===== config.mk =====
export PLATFORM = sky130hd
export DESIGN_NAME = hazard3_regfile_ctrl_flat
export DESIGN_NICKNAME = d
export VERILOG_FILES = /design/src/rtl/hazard3_regfile_ctrl_if.sv /design/src/rtl/hazard3_regfile_ctrl.sv /design/src/flat_wrapper.sv
export SDC_FILE = /design/constraint.sdc
export NUM_CORES = 1
export LEC_CHECK = 0
export BUFFER_PORTS_ARGS = -buffer_cell sky130_fd_sc_hd__buf_2
export CORE_ASPECT_RATIO = 2
export CORE_MARGIN = 1
export CORE_UTILIZATION = 26
export DETAILED_ROUTE_END_ITERATION = 7
export GPL_ROUTABILITY_DRIVEN = 0
export MAX_ROUTING_LAYER = met4
export PLACE_DENSITY = 0.63
export SYNTH_ARGS = -nofsm -noshare
export SYNTH_HDL_FRONTEND = slang
export SYNTH_SLANG_ARGS = --single-unit

===== constraint.sdc =====
create_clock -name clk -period 1.95 [get_ports clk]
set_clock_uncertainty 0.15 [all_clocks]
set_input_delay 0.0975 -clock clk [delete_from_list [all_inputs] [get_ports clk]]
set_output_delay 0.0975 -clock clk [all_outputs]
set_load 0.005 [all_outputs]

===== src/rtl/hazard3_regfile_ctrl_if.sv =====
// Signal bundle between the register file controller and its neighbours:
// the core pipeline, the debug module and the 1W2R register file macro.
interface hazard3_regfile_ctrl_if #(
    parameter int W_ADDR = 5,
    parameter int W_DATA = 32
);

    logic [W_ADDR-1:0] core_raddr1;
    logic [W_ADDR-1:0] core_raddr2;
    logic [W_ADDR-1:0] core_waddr;
    logic [W_DATA-1:0] core_wdata;
    logic              core_wen;
    logic              core_ready;

    logic              dbg_halted;
    logic              dbg_req;
    logic              dbg_write;
    logic [W_ADDR-1:0] dbg_addr;
    logic [W_DATA-1:0] dbg_wdata;
    logic              dbg_ack;
    logic [W_DATA-1:0] dbg_rdata;

    logic [W_ADDR-1:0] rf_raddr1;
    logic [W_ADDR-1:0] rf_raddr2;
    logic [W_ADDR-1:0] rf_waddr;
    logic [W_DATA-1:0] rf_wdata;
    logic              rf_wen;
    logic [W_DATA-1:0] rf_rdata1;

    modport slave (
        input  core_raddr1, core_raddr2, core_waddr, core_wdata, core_wen,
        output core_ready,
        input  dbg_halted, dbg_req, dbg_write, dbg_addr, dbg_wdata,
        output dbg_ack, dbg_rdata,
        output rf_raddr1, rf_raddr2, rf_waddr, rf_wdata, rf_wen,
        input  rf_rdata1
    );

    modport master (
        output core_raddr1, core_raddr2, core_waddr, core_wdata, core_wen,
        input  core_ready,
        output dbg_halted, dbg_req, dbg_write, dbg_addr, dbg_wdata,
        input  dbg_ack, dbg_rdata,
        input  rf_raddr1, rf_raddr2, rf_waddr, rf_wdata, rf_wen,
        output rf_rdata1
    );

endinterface


===== src/rtl/hazard3_regfile_ctrl.sv =====
// Register file front end: post-reset zero fill, core pass-through and
// debug abstract register access while the core is halted.
module hazard3_regfile_ctrl #(
    parameter int N_REGS         = 16,
    parameter int W_DATA         = 32,
    parameter int W_ADDR         = 5,
    parameter int CLEAR_ON_RESET = 1
) (
    input logic                   clk,
    input logic                   rst_n,
    hazard3_regfile_ctrl_if.slave bus
);

    localparam logic [1:0] ST_CLEAR   = 2'd0;
    localparam logic [1:0] ST_RUN     = 2'd1;
    localparam logic [1:0] ST_RD_WAIT = 2'd2;
    localparam logic [1:0] ST_ACK     = 2'd3;

    localparam logic [1:0] ST_RESET =
        (CLEAR_ON_RESET != 0) ? ST_CLEAR : ST_RUN;

    localparam logic [W_ADDR-1:0] LAST_REG = W_ADDR'(N_REGS - 1);
    localparam logic [W_ADDR:0]   N_REGS_A = (W_ADDR + 1)'(N_REGS);

    logic [1:0]        state;
    logic [1:0]        state_nxt;
    logic [W_ADDR-1:0] clr_cnt;
    logic              dbg_issue;
    logic              dbg_addr_ok;
    logic              core_wen_ok;

    // x0 and out-of-range debug addresses never touch the array
    assign dbg_addr_ok = (bus.dbg_addr != '0) &&
                         ({1'b0, bus.dbg_addr} < N_REGS_A);

    assign core_wen_ok = bus.core_wen && (bus.core_waddr != '0);

    assign dbg_issue = (state == ST_RUN) && bus.dbg_req &&
                       bus.dbg_halted && !bus.core_wen;

    assign bus.core_ready = (state == ST_RUN) && !dbg_issue;
    assign bus.rf_raddr2  = bus.core_raddr2;

    always_comb begin
        state_nxt     = state;
        bus.rf_raddr1 = bus.core_raddr1;
        bus.rf_waddr  = bus.core_waddr;
        bus.rf_wdata  = bus.core_wdata;
        bus.rf_wen    = core_wen_ok;
        unique case (state)
            ST_CLEAR: begin
                bus.rf_waddr = clr_cnt;
                bus.rf_wdata = '0;
                bus.rf_wen   = 1'b1;
                if (clr_cnt == LAST_REG) begin
                    state_nxt = ST_RUN;
                end
            end
            ST_RUN: begin
                if (dbg_issue && bus.dbg_write) begin
                    bus.rf_waddr = bus.dbg_addr;
                    bus.rf_wdata = bus.dbg_wdata;
                    bus.rf_wen   = dbg_addr_ok;
                    state_nxt    = ST_ACK;
                end else if (dbg_issue) begin
                    bus.rf_raddr1 = bus.dbg_addr;
                    state_nxt     = ST_RD_WAIT;
                end
            end
            ST_RD_WAIT: state_nxt = ST_ACK;
            ST_ACK:     state_nxt = ST_RUN;
            default:    state_nxt = ST_RESET;
        endcase
    end

    always_ff @(posedge clk or negedge rst_n) begin
        if (!rst_n) begin
            state         <= ST_RESET;
            clr_cnt       <= '0;
            bus.dbg_ack   <= 1'b0;
            bus.dbg_rdata <= '0;
        end else begin
            state       <= state_nxt;
            bus.dbg_ack <= (state_nxt == ST_ACK);
            if (state == ST_CLEAR) begin
                clr_cnt <= clr_cnt + W_ADDR'(1);
            end
            // array read data arrives the cycle after the address was issued
            if (state == ST_RD_WAIT) begin
                bus.dbg_rdata <= dbg_addr_ok ? bus.rf_rdata1 : '0;
            end
        end
    end

endmodule

===== src/flat_wrapper.sv =====
// flat-port wrapper written by rule: the top's interface ports become plain ports
module hazard3_regfile_ctrl_flat 
#(
    parameter int N_REGS         = 16,
    parameter int W_DATA         = 32,
    parameter int W_ADDR         = 5,
    parameter int CLEAR_ON_RESET = 1
)
  (clk, rst_n, bus_core_raddr1, bus_core_raddr2, bus_core_waddr, bus_core_wdata, bus_core_wen, bus_core_ready, bus_dbg_halted, bus_dbg_req, bus_dbg_write, bus_dbg_addr, bus_dbg_wdata, bus_dbg_ack, bus_dbg_rdata, bus_rf_raddr1, bus_rf_raddr2, bus_rf_waddr, bus_rf_wdata, bus_rf_wen, bus_rf_rdata1);
  hazard3_regfile_ctrl_if #(.W_ADDR(W_ADDR), .W_DATA(W_DATA)) bus_i ();
  input logic clk;
  input logic rst_n;
  input wire logic [$bits(bus_i.core_raddr1)-1:0] bus_core_raddr1;
  input wire logic [$bits(bus_i.core_raddr2)-1:0] bus_core_raddr2;
  input wire logic [$bits(bus_i.core_waddr)-1:0] bus_core_waddr;
  input wire logic [$bits(bus_i.core_wdata)-1:0] bus_core_wdata;
  input wire logic [$bits(bus_i.core_wen)-1:0] bus_core_wen;
  output wire logic [$bits(bus_i.core_ready)-1:0] bus_core_ready;
  input wire logic [$bits(bus_i.dbg_halted)-1:0] bus_dbg_halted;
  input wire logic [$bits(bus_i.dbg_req)-1:0] bus_dbg_req;
  input wire logic [$bits(bus_i.dbg_write)-1:0] bus_dbg_write;
  input wire logic [$bits(bus_i.dbg_addr)-1:0] bus_dbg_addr;
  input wire logic [$bits(bus_i.dbg_wdata)-1:0] bus_dbg_wdata;
  output wire logic [$bits(bus_i.dbg_ack)-1:0] bus_dbg_ack;
  output wire logic [$bits(bus_i.dbg_rdata)-1:0] bus_dbg_rdata;
  output wire logic [$bits(bus_i.rf_raddr1)-1:0] bus_rf_raddr1;
  output wire logic [$bits(bus_i.rf_raddr2)-1:0] bus_rf_raddr2;
  output wire logic [$bits(bus_i.rf_waddr)-1:0] bus_rf_waddr;
  output wire logic [$bits(bus_i.rf_wdata)-1:0] bus_rf_wdata;
  output wire logic [$bits(bus_i.rf_wen)-1:0] bus_rf_wen;
  input wire logic [$bits(bus_i.rf_rdata1)-1:0] bus_rf_rdata1;
  assign bus_i.core_raddr1 = bus_core_raddr1;
  assign bus_i.core_raddr2 = bus_core_raddr2;
  assign bus_i.core_waddr = bus_core_waddr;
  assign bus_i.core_wdata = bus_core_wdata;
  assign bus_i.core_wen = bus_core_wen;
  assign bus_core_ready = bus_i.core_ready;
  assign bus_i.dbg_halted = bus_dbg_halted;
  assign bus_i.dbg_req = bus_dbg_req;
  assign bus_i.dbg_write = bus_dbg_write;
  assign bus_i.dbg_addr = bus_dbg_addr;
  assign bus_i.dbg_wdata = bus_dbg_wdata;
  assign bus_dbg_ack = bus_i.dbg_ack;
  assign bus_dbg_rdata = bus_i.dbg_rdata;
  assign bus_rf_raddr1 = bus_i.rf_raddr1;
  assign bus_rf_raddr2 = bus_i.rf_raddr2;
  assign bus_rf_waddr = bus_i.rf_waddr;
  assign bus_rf_wdata = bus_i.rf_wdata;
  assign bus_rf_wen = bus_i.rf_wen;
  assign bus_i.rf_rdata1 = bus_rf_rdata1;
  hazard3_regfile_ctrl #(.N_REGS(N_REGS), .W_DATA(W_DATA), .W_ADDR(W_ADDR), .CLEAR_ON_RESET(CLEAR_ON_RESET)) u_core (.clk(clk), .rst_n(rst_n), .bus(bus_i));
endmodule

# Word-level counts from Yosys, hierarchy flattened
# Cells that the tools add are included.
# W data, S select, Z words.
word_totals:
  ff_bits: 40
  inputBits: 122
  out_inout_bits: 82
  elab_cells: 37
op_classes:
  addsub: 1
  magnitude_cmp: 1
  n_eq_ne: 5
  n_mux: 14
  n_reduce_logical: 12
op_table:
  columns: ["operator", "n"]
  rows:
  - ["$mux W32", 2]
  - ["$pmux W32 S2", 1]
  - ["$mux W5", 4]
  - ["$pmux W5 S2", 1]
  - ["$reduce_bool A5 Y1", 2]
  - ["$pmux W2 S4", 1]
  - ["$logic_and A1 B1 Y1", 7]
  - ["$eq A2 B2 Y1 const B", 3]
  - ["$mux W2", 3]
  - ["$add A5 B1 Y5 const B", 1]
  - ["$eq A5 B4 Y1 const B", 1]
  - ["$lt A5 B5 Y1 const B", 1]
  - ["$eq A2 B1 Y1 const B", 1]
  - ["$logic_not A1 Y1", 2]
  - ["$logic_not A2 Y1", 1]
  - ["$pmux W1 S2", 1]
  - ["$mux W1", 1]

# Logic depth before layout (Yosys ltp)
# Gate-level depths: netlist of run 1.
logic_depth:
  depth_word: 8
  ltp_mapped: 6
  depth_no_buf: 5

# Worst setup path after synthesis of run 1
# Ideal clock, no wire load.
synth_timing:
  kind: "register to output"
  from: "register u_core.state[1]"
  to: "output port bus_rf_raddr1[0]"
  t_arrival_ns: 1.288
  required_ns: 1.702
  path_slack_ns: 0.414
  path_stages_with_launch: 5
  path_buffers: 1
  path_cell_list: "dfrtp_1 -> buf_2 -> nand2b_1 -> nor3_4 -> mux2_2"
synth_between:
  elab_chain_cells: 7
  elab_cells_between_ends: 8
  cone_classes: "eq/ne: 1; mux: 3; reduce/logical: 4"
synth_lines:
  columns: ["item", "line", "source"]
  rows:
  - ["from (decl)", "hazard3_regfile_ctrl.sv:25", "logic [1:0] state;"]
  - ["from (signal assigned)", "hazard3_regfile_ctrl.sv:83", "state <= state_nxt;"]
  - ["$eq A2 B1 Y1 (*)", "hazard3_regfile_ctrl.sv:38, hazard3_regfile_ctrl.sv:50", null]
  - ["$logic_and A1 B1 Y1 (2 in a row)", "hazard3_regfile_ctrl.sv:38", "assign dbg_issue = (state == ST_RUN) && bus.dbg_req &&"]
  - ["$logic_and A1 B1 Y1", "hazard3_regfile_ctrl.sv:39", "bus.dbg_halted && !bus.core_wen;"]
  - ["$mux W5 / $logic_and A1 B1 Y1 (equally long branches)", "hazard3_regfile_ctrl.sv:65, hazard3_regfile_ctrl.sv:60", null]
  - ["$mux W5", "hazard3_regfile_ctrl.sv:60", "if (dbg_issue && bus.dbg_write) begin"]
  - ["$mux W5 (*)", "hazard3_regfile_ctrl.sv:50", "unique case (state)"]
  - ["to (decl)", "flat_wrapper.sv:26", "output wire logic [$bits(bus_i.rf_raddr1)-1:0] bus_rf_raddr1;"]
# Mark *: on every way between the ends. The rest lies on a longest branch, timed or not.

# Worst setup path in the final report of run 1
layout_timing:
  from: "register u_core.state[0]"
  to: "output port bus_rf_wdata[28]"
layout_between:
  elab_chain_cells: 7
  elab_cells_between_ends: 8
  cone_classes: "eq/ne: 1; mux: 2; reduce/logical: 5"
layout_lines:
  columns: ["item", "line", "source"]
  rows:
  - ["$eq A2 B1 Y1", "hazard3_regfile_ctrl.sv:38, hazard3_regfile_ctrl.sv:50", null]
  - ["$logic_and A1 B1 Y1 (2 in a row)", "hazard3_regfile_ctrl.sv:38", null]
  - ["$logic_and A1 B1 Y1", "hazard3_regfile_ctrl.sv:39", null]
  - ["$logic_and A1 B1 Y1", "hazard3_regfile_ctrl.sv:60", null]
  - ["$mux W32", "hazard3_regfile_ctrl.sv:60", null]
  - ["$pmux W32 S2 (*)", "hazard3_regfile_ctrl.sv:50", null]
  - ["to (decl)", "flat_wrapper.sv:29", "output wire logic [$bits(bus_i.rf_wdata)-1:0] bus_rf_wdata;"]
# Marks and branches as above.

==> summary.md, run 1 <==
| Metric | Value |
|---|---|
| Status | finished with violations |
| Failing checks | negative setup slack |
| Post-synth cell types | 33 |
| Worst hold path type | in2out |
| Initial core utilization | 27.0% |
| Clk slew on worst S/H paths | 0.06 ns |
| Synth top area cells | dfrtp_1 43%, nand2_1 12%, a22o_1 11%, o21ai_0 7.3%, buf_4 2.6% |
| Critical Path RT | 1.70 ns |
| Routed Wire Length | 11100 µm |
| FMAX | 0.507 GHz |
| ANT nets after route | 0 |
| Commonest non-fill, non-tap cells in the layout | 193 x buf_2, 73 x nand2_1, 38 x dfrtp_1 |
| Worst EP arrival | 1.73 ns |
| Commonest non-fill, non-tap cell in the layout | buf_2 |
| Global-route wire length before repair | 14900 µm |
| Hold Path Cell Cnt | 0 |
| Iter 0 DRT Violations | 108 |
| Vias per inst | 4.95 |
| Remaining DRCs | 0 |
| Synth Cell Area | 2330 µm² |
| Kind of critical path | reg2out |
| Slew @ Worst Pin | 0.671 ns |
| Row cnt | 48 |
| WL per Instance | 18.1 µm |
| Uppermost routed layer | met4 |
| Initial antenna violation count | 5 |
| Area growth, synth to finish | 79.6% |
| Skew-Pair Late Insertion Delay | 0.28 ns |
| WL met2 | 5830 µm |
| I/O pin total | 204 |
| Synth Warn # | 0 |
| Yosys reg bits | 40 |
| Die Ht | 136 µm |
| H-tree levels | 2 |
| MaxCap Viol Count | 0 |
| Hold Slack | 0.0450 ns |
| Layout cells sized above 1 | 50.0% |
| Final number of setup-violating endpoints | 7 |
| Core region area | 8650 µm² |
| DRT met1 WL | 4100 µm |
| GRT overflow | 0 |
| Synth area leader | dfrtp_1 |
| CTS max path bufs | 2 |
| CTS root buf | clkbuf_16 |
| Syn Area/Cell | 8.87 µm² |
| Sequential area share after synthesis | 42.9% |
| Die ar. | 9380 µm² |
| Clock buffer count from CTS | 5 |
| Syn nets | 387 |
| Cells on worst reg2reg path | 6 |
| Largest net degree at the start of global routing | 34 |
| Via count | 3014 |
| Filler cells | 839 |
| Port Buf Inserts | 193 |
| Final Cycle Share | 101% |
| Nets@finish | 627 |
| Worst relative slew slack | 55.3% |
| Max Slew Vio Count | 0 |
| Yosys top cell area share | 42.9% |
| Drt pass-1 iters | 4 |
| Clk sinks | 40 |
| Min Tclk post-route | 1.97 ns |
| Horiz. Die Dim | 69.0 µm |
| Number of global-route vias before repair | 2925 |
| Setup slack after layout | -0.0236 ns |
| CP Capture Type | output port |
| GRT Total Usage | 23.0% |
| Synthesized instance count | 263 |
| Nature of the critical path startpoint | register |
| Maximum fanout along the worst path | 6 |
| Met3 routed WL | 994 µm |
| Lkg Pwr | 2.18 nW |
| Post-DP HPWL | 7990 µm |
| Unrepaired setup endpoints after global routing | true |
| Final Hold Viols | 0 |
| Worst vdd ir | 703 µV |
| Reg2Reg Setup Slack | 0.38 ns |
| TritonCTS clock tree | built |
| Fin Setup TNS | -0.0585 ns |
| Power density over cell area | 1090 nW/µm² |
-- report_power, final --
part | internal (mW) | switching [mW] | total, mW | leakage [nW]
Sequential | 1.22 | 0.255 | 1.48 | 0.491
Combinational | 1.19 | 1.08 | 2.26 | 1.62
Clock | 0.478 | 0.327 | 0.805 | 0.0681
Total | 2.88 | 1.66 | 4.55 | 2.18
-- Yosys cell counts (all sizes together) --
cell and count:
a31oi 6, o21ai 40, o41ai 1, dfrtp 40
nand3 6, a22oi 1, clkbuf 7, and3 1
nor2 5, or2 1, o22ai 5, o211ai 2
nand2b 2, nor2b 2, nand4 2, ha 2
a22o 30, nor3 1, nand3b 2, or4 1
and3b 2, inv 3, mux2 5, nand2 73
buf 20, xnor2 3
-- cell families (layout without fill, tap and decap cells) --
group | after synthesis | count (layout) | share of synthesized area (%)
and+or+nand+nor | 98 | 98 | 19.2
adders and majority gates | 2 | 2 | 1.07
muxes | 5 | 5 | 2.41
buffers and inverters | 30 | 270 | 7.67
other | 0 | 5 | 0
AOI/OAI and AO/OA | 85 | 86 | 25.6
xor gates and xnor gates | 3 | 3 | 1.13
DFF | 40 | 40 | 42.9
-- routing by layer --
metal	vias up	track usage, %
met1	1415	23.3
met2	172	42.0
met3	10	5.62
met5	-	-
met4	0	6.24
li1	1417	-
-- timing repair --
action	CTS	global route
endpoints found under the hold margin	60	0
cloned	1	4
hold buffers	33	0
endpoints found under the setup margin	36	42
pin swaps	3	22
resized for setup	9	12
setup buffers	10	10
-- final cells by class --
| type | instances | area, µm² | share of cell area (%) |
|---|---|---|---|
| Antenna cell | 5 | 12.5 | 0.299 |
| Clock buffer | 7 | 133 | 3.17 |
| Clock inverter | 1 | 8.76 | 0.209 |
| Inverter | 3 | 15.0 | 0.358 |
| Multi-Input combinational cell | 194 | 1200 | 28.8 |
| Sequential cell | 40 | 1000 | 23.9 |
| Tap cell | 100 | 125 | 2.99 |
| Timing Repair Buffer | 259 | 1690 | 40.3 |
-- state kept, by name (all words and copies together), names as in the netlist --
name / flops
u_core.bus.dbg_rdata: 32
u_core.clr_cnt: 5
u_core.state: 2
u_core.bus.dbg_ack: 1
-- critical path, cell delays in order, from the launching register on --
cell	delay, ns
dfrtp_2	0.41
buf_6	0.12
nand3b_1	0.13
nor2_4	0.23
buf_6	0.15
buf_8	0.11
a22o_1	0.16
buf_2	0.12
-- metrics by stage --
stage / cells / area [µm²] / power [mW] / util, % / worst slack [ns]
floorplan: 263 / 2330 / 2.42 / - / 0.414
global placement: 539 / 3370 / 3.32 / 39.0 / 0.0427
detailed placement: 539 / 3370 / 3.37 / 39.0 / 0.0137
CTS: 591 / 3990 / 4.45 / 46.1 / -0.0176
global route: 609 / 4190 / 4.90 / 48.5 / -0.0721
finish: 609 / 4190 / 4.55 / 48.5 / -0.0236
-- worst paths after layout --
kind / from / endpoint
worst max-delay path: u_core.state[0] / bus_rf_wdata[28]
worst min-delay path: bus_core_raddr2[0] / bus_rf_raddr2[0]
worst max register to register: u_core.state[0] / u_core.bus.dbg_rdata[24]
worst min register to register: u_core.bus.dbg_rdata[4] / u_core.bus.dbg_rdata[4]
max in group asynchronous: rst_n / u_core.bus.dbg_rdata[21]
min in group asynchronous: rst_n / u_core.bus.dbg_rdata[9]
Note: power is estimated with default switching activity, not from simulation.
==> run 2: changes to the inputs <==
- BUFFER_PORTS_ARGS: -buffer_cell sky130_fd_sc_hd__buf_2 -> not set
- DONT_BUFFER_PORTS: not set -> 1
- PLACE_DENSITY: 0.63 -> 0.43
- SETUP_SLACK_MARGIN: not set -> 0.5
==> summary.md, run 2 (synthesis gave the netlist of run 1 again) <==
| Metric | Value |
|---|---|
| Nature of the critical path startpoint | register |
| Hold Slack | -0.0493 ns (-0.0943 ns) |
| ANT nets after route | 0 (unchanged) |
| Top Usage Layer GRT | met2 |
| Via count | 2297 (-24%) |
| Die ar. | 9380 µm² (unchanged) |
| Lkg Pwr | 1.65 nW (-24%) |
| Core Util, Final | 42.3% (-6.1 points) |
| CP Capture Type | output port |
| CTS root buf | clkbuf_16 |
| Maximum fanout along the worst path | 16 (+10) |
| Max Slew Vio Count | 0 (unchanged) |
| Row cnt | 48 (unchanged) |
| Global-route wire length before repair | 11000 µm (-26%) |
| Worst r2r dst | u_core.bus.dbg_rdata[22] |
| Fin Setup TNS | 0 ns (+0.0585 ns) |
| Failing checks | negative hold slack |
| Initial antenna violation count | 0 (-5) |
| Power density over cell area | 1180 nW/µm² (+9.2%) |
| Max reg flops | 32 (unchanged) |
| Final Cycle Share | 91.1% (-10 points) |
| Routed Wire Length | 9080 µm (-18%) |
| Cells on worst reg2reg path | 7 (+1) |
| MaxCap Viol Count | 0 (unchanged) |
| Final number of setup-violating endpoints | 0 (-7) |
| Worst relative slew slack | 60.7% (+5.4 points) |
| Kind of critical path | reg2out |
| Reg2Reg Setup Slack | 0.42 ns (+0.04 ns) |
| Slew @ Worst Pin | 0.590 ns (-0.0816 ns) |
| Remaining DRCs | 0 (unchanged) |
| Nets@finish | 438 (-30%) |
| Final Hold Viols | 1 (+1) |
| Crit-path cells | nand3b_1 > nor2_4 > clkbuf_16 > a22o_1 |
| TritonCTS clock tree | built |
| Status | finished with violations |
| GRT overflow | 0 (unchanged) |
| Post-cts hold buffer count | 35 (+6.1%) |
| Worst vdd ir | 661 µV (-6.0%) |
| Area growth, synth to finish | 56.8% |
| Launch point of the critical path | u_core.state[1] |
| Port Buf Inserts | 0 (-100%) |
| Seq. cell area | 1000 µm² (unchanged) |
| GRT Total Usage | 17.0% (-6.1 points) |
| Multi-input gate area | 1570 µm² (+30%) |
| GR Util met3 | 2.27% (-3.4 points) |
| Min Tclk post-route | 1.78 ns (-0.197 ns) |
| I/O pin total | 204 (unchanged) |
| Clk sinks | 40 (unchanged) |
| Clock buffer count from CTS | 5 (unchanged) |
| Worst hold path type | in2reg |
| H-tree levels | 2 (unchanged) |
| RR Startpoint | u_core.state[0] |
| FMAX | 0.563 GHz (+11%) |
| M2 GR Usage | 33.1% (-8.8 points) |
| Initial core utilization | 27.0% (unchanged) |
| Critical Path RT | 1.70 ns (about the same) |
| Filler cells | 820 (-2.3%) |
| Core region area | 8650 µm² (unchanged) |
| CTS max path bufs | 2 (unchanged) |
| Crit path largest cell delay | 0.43 ns (+0.02 ns) |
| Vias per inst | 5.53 (+12%) |
| Biggest register | u_core.bus.dbg_rdata |
| Layout cells sized above 1 | 42.2% (-7.8 points) |
| Leading registers by flop count | u_core.bus.dbg_rdata x32, u_core.clr_cnt x5, u_core.state x2 |
| Largest net degree at the start of global routing | 41 (+21%) |
| Die Ht | 136 µm (unchanged) |
| Diode count | 0 (-5) |
| Grt met1 use | 14.6% (-8.7 points) |
| Worst EP arrival | 1.53 ns (-0.20 ns) |
| Unrepaired setup endpoints after global routing | true |
| Commonest non-fill, non-tap cells in the layout | 38 x nand2_1, 38 x dfrtp_1, 34 x dlygate4sd3_1 |
| Iter 0 DRT Violations | 39 (-64%) |
| Drt pass-1 iters | 4 (unchanged) |
| Clk slew on worst S/H paths | 0.06 ns (about the same) |
| Horiz. Die Dim | 69.0 µm (unchanged) |
| Worst Setup EP | bus_rf_wdata[22] |
| Skew-Pair Late Insertion Delay | 0.28 ns (about the same) |
| Number of global-route vias before repair | 2161 (-26%) |
| WL per Instance | 21.9 µm (+21%) |
| CP max-delay cell | dfrtp_2 |
| Post-DP HPWL | 5660 µm (-29%) |
| Hold Path Cell Cnt | 3 (+3) |
## run 2: changes by cell type in the layout (fill, tap and decap cells not counted), sizes merged
cell | previous run | this run
clkbuf | 9 | 10
inv | 2 | 3
a31oi | 7 | 6
dlygate4sd3 | 33 | 34
buf | 224 | 33
diode | 5 | 0
## run 2: worst min-delay path by stage
stage                  startpoint                       end  slack (ns)
floorplan                   rst_n        u_core.bus.dbg_ack       -0.35
global placement            rst_n  u_core.bus.dbg_rdata[15]       -0.35
detailed placement          rst_n  u_core.bus.dbg_rdata[15]       -0.35
CTS                 bus_dbg_write        u_core.bus.dbg_ack       -0.04
global route        bus_dbg_write        u_core.bus.dbg_ack       -0.05
finish              bus_dbg_write        u_core.bus.dbg_ack       -0.05
## run 2: power by group
group / switching, mW / internal, mW / leakage, nW / total (mW)
registers: 0.353 / 1.22 / 0.491 / 1.58
logic: 0.950 / 0.982 / 1.10 / 1.93
clock network: 0.350 / 0.477 / 0.0671 / 0.827
total: 1.65 / 2.68 / 1.65 / 4.34
## run 2: metal layers
metal | up-vias | wire length [µm]
li1 | 1028 | -
met1 | 1093 | 2680
met2 | 157 | 5530
met3 | 19 | 559
met4 | 0 | 308
met5 | - | 0
## run 2: area by class of cell
| type | count | area share (%) |
|---|---|---|
| Multi-Input combinational cell | 193 | 42.9 |
| Clock buffer | 6 | 3.52 |
| Sequential cell | 40 | 27.4 |
| Inverter | 3 | 0.376 |
| Clock inverter | 2 | 0.444 |
| Tap cell | 100 | 3.42 |
| Timing Repair Buffer | 71 | 21.9 |
## run 2: timing repair
item | 4_1_cts | 5_1_grt
setup endpoints to repair | 47 | 80
gates resized for setup | 23 | 128
hold endpoints to repair | 74 | 1
gates cloned | 0 | 6
pin swaps | 6 | 38
buffers inserted | 16 | 5
## run 2: worst max-delay path, delay by kind of cell, from the launching register on
family | cells | cell delay, ns
DFF | 1 | 0.43
and+or+nand+nor | 2 | 0.44
buffers and inverters | 1 | 0.20
AOI/OAI and AO/OA | 1 | 0.16
## run 2: through the flow
stage               power (mW)  cell area [µm²]  setup WS (ns)  instances  hold WS [ns]
floorplan                 2.43             2350          0.463        263        -0.348
global placement          2.74             2420          0.281        345        -0.347
detailed placement        2.77             2420          0.227        345        -0.347
CTS                       3.93             3120          0.179        404       -0.0428
global route              4.65             3660          0.115        415       -0.0523
finish                    4.34             3660          0.173        415       -0.0493
